## config.mk

```make
export PLATFORM = sky130hd
export DESIGN_NAME = pipelined_shift_unit
export DESIGN_NICKNAME = d
export VERILOG_FILES = /design/src/rtl/shift_pkg.sv /design/src/rtl/shift_stage.sv /design/src/rtl/pipelined_shift_unit.sv
export SDC_FILE = /design/constraint.sdc
export NUM_CORES = 1
export LEC_CHECK = 0
export ABC_AREA = 1
export CELL_PAD_IN_SITES_DETAIL_PLACEMENT = 1
export CELL_PAD_IN_SITES_GLOBAL_PLACEMENT = 2
export CORE_AREA = 2 2 211 213
export CTS_CLUSTER_DIAMETER = 60
export DETAILED_ROUTE_END_ITERATION = 10
export DIE_AREA = 0 0 213 215
export DONT_BUFFER_PORTS = 1
export GPL_TIMING_DRIVEN = 0
export PLACE_DENSITY_LB_ADDON = 0.05
export SLEW_MARGIN = 0
export SYNTH_ARGS = -nofsm -noshare
export SYNTH_HDL_FRONTEND = slang
export SYNTH_HIERARCHICAL = 1
export SYNTH_SLANG_ARGS = --single-unit
```

## constraint.sdc

```tcl
create_clock -name clock -period 1.3 [get_ports clock]
set_input_delay 0.195 -clock clock [delete_from_list [all_inputs] [get_ports clock]]
set_output_delay 0.195 -clock clock [all_outputs]
set_load 0.02 [all_outputs]
```

## src/rtl/shift_pkg.sv

```systemverilog
// Shared definitions for the pipelined shift path: op encodings, default width, stage payload.
// Latency: n/a (types and constants only).
// Backpressure: n/a.
package shift_pkg;

  localparam int DEF_WIDTH   = 32;
  localparam int DEF_SHAMT_W = $clog2(DEF_WIDTH);

  typedef enum logic [1:0] {
    OP_SLL = 2'b00,
    OP_SRA = 2'b01,
    OP_SRL = 2'b10,
    OP_ROR = 2'b11
  } shift_op_e;

  // Payload carried by every stage at the default width; the top re-declares
  // the same shape at its own WIDTH and hands it to the stages as a type parameter.
  typedef struct packed {
    logic [DEF_WIDTH-1:0]   data;
    logic [DEF_SHAMT_W-1:0] shamt;
    shift_op_e              op;
  } stage_pl_t;

endpackage

```

## src/rtl/shift_stage.sv

```systemverilog
// One registered shift stage: conditionally shifts by DIST when its shamt bit is set (SHIFT_ROTATE_EN adds rotate).
// Latency: 1 cycle.
// Backpressure: holds valid and payload while en_i is low; invalid entries still clock data.
module shift_stage
  import shift_pkg::*;
#(
  parameter int  WIDTH = DEF_WIDTH,
  parameter int  DIST  = 1,
  parameter type pl_t  = stage_pl_t
) (
  input  logic clock,
  input  logic reset,
  input  logic en_i,
  input  logic valid_i,
  input  pl_t  pl_i,
  output logic valid_o,
  output pl_t  pl_o
);

  // The shamt bit this stage consumes is the one whose weight equals DIST.
  localparam int SEL = $clog2(DIST);

  logic valid_q;
  pl_t  pl_d;
  pl_t  pl_q;

  // Next payload: same fields, data shifted by DIST when this stage's shamt bit is set.
  always_comb begin
    pl_d = pl_i;
    if (pl_i.shamt[SEL]) begin
      case (pl_i.op)
        OP_SLL:  pl_d.data = pl_i.data << DIST;
        // Arithmetic shift keeps the sign bit, which is the original operand MSB at every stage.
        OP_SRA:  pl_d.data = $signed(pl_i.data) >>> DIST;
`ifdef SHIFT_ROTATE_EN
        OP_ROR:  pl_d.data = (pl_i.data >> DIST) | (pl_i.data << (WIDTH - DIST));
`endif
        default: pl_d.data = pl_i.data >> DIST;
      endcase
    end
  end

  // Stage register: advances only when the pipeline is not stalled.
  always_ff @(posedge clock or negedge reset) begin
    if (!reset) begin
      valid_q <= 1'b0;
      pl_q    <= '0;
    end else if (en_i) begin
      valid_q <= valid_i;
      pl_q    <= pl_d;
    end
  end

  assign valid_o = valid_q;
  assign pl_o    = pl_q;

endmodule

```

## src/rtl/pipelined_shift_unit.sv

```systemverilog
// Valid/ready barrel shifter, one register stage per shamt bit (16,8,4,2,1); op 11 rotates when SHIFT_ROTATE_EN is defined, else SRL.
// Latency: SHAMT_W register stages (result after edge N+SHAMT_W-1 for accept at edge N); 1 request per cycle.
// Backpressure: out_valid && !out_ready freezes every stage and drops in_ready; bubbles are not collapsed.
module pipelined_shift_unit
  import shift_pkg::*;
#(
  parameter int WIDTH   = DEF_WIDTH,
  parameter int SHAMT_W = $clog2(WIDTH)
) (
  input  logic               clock,
  input  logic               reset,
  input  logic               in_valid,
  output logic               in_ready,
  input  logic [WIDTH-1:0]   data_in,
  input  logic [SHAMT_W-1:0] shamt,
  input  logic [1:0]         op,
  output logic               out_valid,
  input  logic               out_ready,
  output logic [WIDTH-1:0]   data_out,
  output logic               busy
);

  typedef struct packed {
    logic [WIDTH-1:0]   data;
    logic [SHAMT_W-1:0] shamt;
    shift_op_e          op;
  } pl_t;

  // Index 0 is the request port; index k+1 is the output of stage k.
  logic stage_vld [SHAMT_W+1];
  pl_t  stage_pl  [SHAMT_W+1];
  logic stall;
  logic unused_tail;

  assign stall    = out_valid & ~out_ready;
  assign in_ready = ~stall;

  assign stage_vld[0] = in_valid;
  assign stage_pl[0]  = '{data: data_in, shamt: shamt, op: shift_op_e'(op)};

  for (genvar k = 0; k < SHAMT_W; k++) begin : g_stage
    shift_stage #(
      .WIDTH (WIDTH),
      .DIST  (1 << (SHAMT_W - 1 - k)),
      .pl_t  (pl_t)
    ) u_stage (
      .clock   (clock),
      .reset   (reset),
      .en_i    (~stall),
      .valid_i (stage_vld[k]),
      .pl_i    (stage_pl[k]),
      .valid_o (stage_vld[k+1]),
      .pl_o    (stage_pl[k+1])
    );
  end

  assign out_valid = stage_vld[SHAMT_W];
  assign data_out  = stage_pl[SHAMT_W].data;

  // Shift control fields are spent by the time the entry reaches the output.
  assign unused_tail = ^{stage_pl[SHAMT_W].shamt, stage_pl[SHAMT_W].op};

  // Occupancy flag: any stage holding a valid entry.
  always_comb begin
    busy = 1'b0;
    for (int k = 1; k <= SHAMT_W; k++) begin
      busy = busy | stage_vld[k];
    end
  end

endmodule

```

==> results of run 1 <==
worst min path at each step:
stage / slack [ns] / cells past startpoint / to
finish: -0.61 / 0 / g_stage[4].u_stage/pl_o[38]$_DFFE_PN0P_
global route: -0.66 / 0 / g_stage[4].u_stage/pl_o[37]$_DFFE_PN0P_
CTS: -0.65 / 0 / g_stage[4].u_stage/pl_o[38]$_DFFE_PN0P_
detailed placement: -0.09 / 0 / g_stage[4].u_stage/pl_o[38]$_DFFE_PN0P_
global placement: -0.09 / 0 / g_stage[4].u_stage/pl_o[38]$_DFFE_PN0P_
floorplan: -0.10 / 0 / g_stage[0].u_stage/pl_o[0]$_DFFE_PN0P_
routing by layer:
| layer | global-route usage [%] | vias to the layer above |
|---|---|---|
| met5 | 0 | - |
| met4 | 5.524 | 0 |
| met3 | 3.814 | 43 |
| met2 | 32.36 | 125 |
| met1 | 20.91 | 4434 |
| li1 | - | 4682 |
power by group:
group	total [mW]	switching (mW)	internal, mW
Combinational	15.9	9.35	6.50
Sequential	12.1	3.71	8.35
Clock	5.83	2.52	3.31
Total	33.7	15.6	18.2
repair_timing:
action / 4_1_cts / 5_1_grt
endpoints found under the hold margin: 222 / 183
setup buffers: 11 / 1
setup endpoints to repair: 185 / 185
gates cloned: 6 / 4
gates resized for setup: 133 / 102
pin swaps: 34 / 9
stage by stage:
step	instance area, um^2	power (mW)	setup TNS, ns
final	13160	33.75	-28.10
after global routing	13160	36.76	-41.37
after CTS	12700	33.29	-37.39
after detailed placement	11020	25.79	-61.60
after global placement	11020	25.74	-62.79
after floorplan	10270	20.88	-0.2530
worst max-delay path, delay by kind of cell, from the launching register on:
kind / cells / cell delay, ns
compound gates: 2 / 0.20
flops: 1 / 0.51
simple gates: 1 / 0.19
buf+inv: 4 / 0.55
placed cells by master (no fill, tap or decap), types with 10 or more instances in the layout:
master,n
inv_2,11
nor2_1,118
buf_12,12
clkbuf_16,21
nand2_1,401
buf_4,25
dfrtp_1,181
inv_1,136
buf_6,24
nor2_2,21
a21oi_2,66
o21ai_1,10
buf_2,24
nand2_2,17
dlygate4sd3_1,39
a21oi_1,144
nand3_1,169
registers in the layout, summed over array words and instances (netlist names):
signal,count
g_stage.u_stage/pl_o,178
g_stage.u_stage/valid_o,5
layout make-up:
cell class                      count  area (um^2)  share of cell area [%]
Timing Repair Buffer               60        747.0                   5.678
Clock inverter                     12        173.9                   1.322
Tap cell                          592        740.7                   5.631
Inverter                          154        613.1                   4.660
Clock buffer                       20        456.7                   3.472
Sequential cell                   183         4582                   34.83
Buffer                             93        929.6                   7.067
Multi-Input combinational cell    996         4912                   37.34
==> run metrics, run 1 <==
initial antenna violation count=0; fraction of layout cells with a size suffix above 1=approximately a fifth; clk root buf=clkbuf_16; number of global-route vias before repair=10.23k; Max-cap violations=0; cells after synthesis=1425; fin cells=between 2k and 2.5k; f_max=around 640 MHz; Starting Density=between 20% and 30%; HP Class=in2async; failing checks=hold timing, setup timing; first-pass GRT wire length=61.63 mm; Final Routed Wirelength=39.17 mm; overall global routing resource usage=roughly 18%; drt wl/cell=roughly 19 um; Mapped Avg Cell Area=around 7.2 um^2; skew final=between 0.015 and 0.02 ns; worst stage delay on the critical path=about 0.51 ns; Crit path arrival time=roughly 2 ns; Setup CP Type=reg2reg; CTS max path bufs=2; CP endpoint kind=register; Sinks on Clock Net=about 180; layout net count=1548; drt drc=0; Setup crit start kind=register; Placed Instances=a little over 2k; Hold Buf Count CTS=39; Final setup viols=roughly 180; CTS tree=built; DP HPWL=slightly below 30 mm; crit-path cells=nand2_8 > buf_12 > inv_8 > buf_12 > buf_12 > a21oi_2 > a21oi_1; wire length on met3=around 930 um; final slew viol count=0; FILL cells=approximately 5.3k; Tmin final=roughly 1.6 ns; total core area=43640 um^2; RSZ-0062 raised after global routing=yes; CP most frequent cell=buf_12; outcome=complete, but fails checks; Synth-to-Final Area Change=28.75%; Post-DRT Antenna Nets=0; routed vias/inst=approximately 4.4; synth warn=6; worst hold slack=-0.6133 ns; r2r startpoint=g_stage[4].u_stage/valid_o$_DFFE_PN0P_; Die Footprint=approximately 46000 um^2; Req. time, crit path=around 1.7 ns; Slew @ Worst Pin=roughly 0.37 ns; M1 WL=about 17 mm; power density over the cells=2565 nW/um^2; FF-to-FF End=g_stage[2].u_stage/pl_o[27]$_DFFE_PN0P_; htree depth=4; Syn Nets=between 1k and 1.5k; Synth Cell Area=10220 um^2; WL met2=~20 mm; Reg clk slew, reported paths=0.08 ns; Tcrit/Tclk final=120.6%; Highest Signal Layer=met4; pre-CTS WS=-0.5073 ns; R2R setup slack=-0.27 ns; Num CTS Buffers=17; Buffers on Ports=0; number of hold violations in the final report=around 180; Slew HR=between 70% and 80%; largest net degree at the start of global routing=around 180; Final GP Congestion=0.7722; Core Util, Final=between 30% and 40%; CP startpoint=g_stage[4].u_stage/valid_o$_DFFE_PN0P_; io pins=between 70 and 80; row cnt=77; drt pass-1 iters=4; Critical Path Sink=g_stage[2].u_stage/pl_o[27]$_DFFE_PN0P_; width of the die=about 210 um; CP max FO=10; via count=between 9k and 10k; CP max stage cell=dfrtp_2; Max IR drop VDD=between 900 and 1000 uV; ANT cells=0; worst setup margin=-0.2678 ns; Pleak=between 6 and 7 nW; die height=215 um; Worst R2R Path Depth=7; 1st-iter DRT viols=between 300 and 400; later-pin clock latency in the skew report=about 0.5 ns; total grt overflow=0
(Power assumes the default switching activity.)
==> run 2, diff against run 1 <==
--- a/config.mk
+++ b/config.mk
@@ -15,6 +15,7 @@
 export DONT_BUFFER_PORTS = 1
 export GPL_TIMING_DRIVEN = 0
 export PLACE_DENSITY_LB_ADDON = 0.05
+export SETUP_SLACK_MARGIN = 0.5
 export SLEW_MARGIN = 0
 export SYNTH_ARGS = -nofsm -noshare
 export SYNTH_HDL_FRONTEND = slang
==> run 2 against run 1 <==
Effect of this change: the run still ends with hold timing, setup timing left; cell area fell by 3.9%; via count fell by 1.6%; non-clock buffer count fell by 13; die area did not move; critical endpoint is now g_stage[2].u_stage/pl_o[31]$_DFFE_PN0P_; largest power group unchanged.
==> run metrics, run 2 (synthesized netlist as in run 1, its figures left out) <==
total grt overflow=0 (unchanged); Req. time, crit path=1.64 ns (-0.07 ns); row cnt=77 (unchanged); Final Routed Wirelength=38.05 mm (-2.9%); Critical Path Sink=g_stage[2].u_stage/pl_o[31]$_DFFE_PN0P_; CTS max path bufs=2 (unchanged); HP Class=in2async; crit-path cells=nand2_8 > buf_12 > inv_8 > buf_12 > buf_12 > a21oi_2 > a21oi_1; Slew HR=34.32% (-41 points); Crit path arrival time=1.92 ns (-0.06 ns); Starting Density=23.41% (unchanged); failing checks=hold timing, setup timing; routed vias/inst=4.360 (-0.90%); Setup CP Type=reg2reg; outcome=complete, but fails checks; first-pass GRT wire length=59.91 mm (-2.8%); CP top delay family=flip-flops; Num CTS Buffers=17 (unchanged); Max IR drop VDD=668.4 uV (-27%); DP HPWL=29.18 mm (-0.35%); power density over the cells=2544 nW/um^2 (-0.84%); 1st-iter DRT viols=310 (+0.32%); via count=9139 (-1.6%); Final setup viols=182 (+0.55%); skew final=0.01505 ns (-0.0008336 ns); CP max stage cell=dfrtp_2; number of buffers and inverters on the critical path=4 (unchanged); final slew viol count=0 (unchanged); Slew @ Worst Pin=0.9852 ns (+0.6169 ns); worst setup margin=-0.2789 ns (-0.01109 ns); Post-DRT Antenna Nets=0 (unchanged); Buffers on Ports=0 (unchanged); CP most frequent cell=buf_12; CP endpoint kind=register; Crit path depth=7 (unchanged); Hold Buf Count CTS=38 (-2.6%); Synth-to-Final Area Change=23.79%; Die Footprint=45800 um^2 (unchanged); initial antenna violation count=0 (unchanged); max reg flops=178 (unchanged); overall global routing resource usage=17.34% (-0.56 points); largest net degree at the start of global routing=184 (unchanged); FF-to-FF End=g_stage[2].u_stage/pl_o[31]$_DFFE_PN0P_; fraction of layout cells with a size suffix above 1=17.15% (-2.9 points); later-pin clock latency in the skew report=0.46 ns (-0.04 ns); commonest non-fill, non-tap cell in the layout=nand2_1; width of the die=213 um (unchanged); Pwr Total=32.18 mW (-4.7%); drt drc=0 (unchanged); Core Util, Final=28.98% (-1.2 points); RSZ-0062 raised after global routing=yes; worst stage delay on the critical path=0.51 ns (about the same); ANT cells=0 (unchanged); drt pass-1 iters=4 (unchanged); Tmin final=1.579 ns (+0.01109 ns); post-route cell area=12650 um^2 (-3.9%); Max-cap violations=0 (unchanged); die height=215 um (unchanged); htree depth=4 (unchanged); number of hold violations in the final report=183 (unchanged); clk root buf=clkbuf_16; drt wl/cell=18.15 um (-2.2%); placed inst area=11310 um^2 (+2.7%); f_max=633.4 MHz (-0.70%); number of global-route vias before repair=9913 (-3.1%); commonest cells after routing, fill and taps aside=nand2_1 (414), dfrtp_1 (179), nand3_1 (171); Final GP Congestion=0.7659 (-0.82%); Worst R2R Path Depth=7 (unchanged); io pins=78 (unchanged); CP startpoint=g_stage[4].u_stage/valid_o$_DFFE_PN0P_; total core area=43640 um^2 (unchanged); Reg clk slew, reported paths=0.07 ns (about the same); CP max FO=10 (unchanged); Sinks on Clock Net=183 (unchanged); R2R setup slack=-0.28 ns (about the same); Pleak=5.970 nW (-3.4%); worst hold slack=-0.5750 ns (+0.03834 ns); CTS tree=built; r2r startpoint=g_stage[4].u_stage/valid_o$_DFFE_PN0P_; FILL cells=5317 (+1.2%); Setup crit start kind=register; layout net count=1534 (-0.90%); Tcrit/Tclk final=121.5% (+0.85 points)
run 2: area by class of cell:
cell class / count / area (um^2) / area share, %
multi-input combinational: 995 / 4722 / 37.33
buffer: 93 / 890.9 / 7.043
clock inverter: 8 / 73.82 / 0.5836
timing repair buffer: 47 / 549.3 / 4.343
inverter: 154 / 605.6 / 4.788
clock buffer: 24 / 481.7 / 3.808
tap: 592 / 740.7 / 5.856
sequential: 183 / 4584 / 36.24
run 2: worst min path at each step:
stage / start / to / slack, ns / depth (start not counted)
after floorplan: reset / g_stage[0].u_stage/pl_o[0]$_DFFE_PN0P_ / -0.10 / 0
after global placement: reset / g_stage[4].u_stage/pl_o[38]$_DFFE_PN0P_ / -0.09 / 0
after detailed placement: reset / g_stage[4].u_stage/pl_o[38]$_DFFE_PN0P_ / -0.09 / 0
after CTS: reset / g_stage[4].u_stage/pl_o[38]$_DFFE_PN0P_ / -0.61 / 0
after global routing: reset / g_stage[4].u_stage/pl_o[38]$_DFFE_PN0P_ / -0.61 / 0
final: reset / g_stage[4].u_stage/pl_o[38]$_DFFE_PN0P_ / -0.57 / 0
run 2: report_power, final:
part / switching (mW) / leakage [nW] / internal [mW] / total (mW)
sequential: 3.60 / 2.19 / 8.36 / 12.0
clock: 2.36 / 0.270 / 2.78 / 5.15
combinational: 9.05 / 3.51 / 6.02 / 15.1
total: 15.0 / 5.97 / 17.2 / 32.2
run 2: through the flow:
| stage | setup slack [ns] | hold slack, ns | TNS [ns] | std cells |
|---|---|---|---|---|
| 2_1_floorplan | 0.004402 | -0.1006 | 0 | 1425 |
| 3_3_place_gp | -0.4432 | -0.09478 | -34.34 | 2017 |
| 3_5_place_dp | -0.4629 | -0.09390 | -33.21 | 2017 |
| 4_1_cts | -0.2991 | -0.6120 | -34.27 | 2096 |
| 5_1_grt | -0.3431 | -0.6081 | -42.66 | 2096 |
| 6_report | -0.2789 | -0.5750 | -29.26 | 2096 |
run 2: timing repair:
item	in CTS	in global routing
resized for setup	62	21
gates cloned	5	0
endpoints found under the setup margin	218	218
setup buffers	4	0
hold endpoints to repair	222	183
pin swaps	7	6
run 2: layer usage:
layer | global-route usage [%] | wire, um | vias up | share of wire, %
li1 | - | - | 4648 | -
met1 | 20.23 | 16340 | 4354 | 43
met2 | 31.55 | 19940 | 98 | 52
met3 | 2.616 | 741 | 39 | 1.9
met4 | 6.690 | 1031 | 0 | 2.7
met5 | 0 | 0 | - | 0
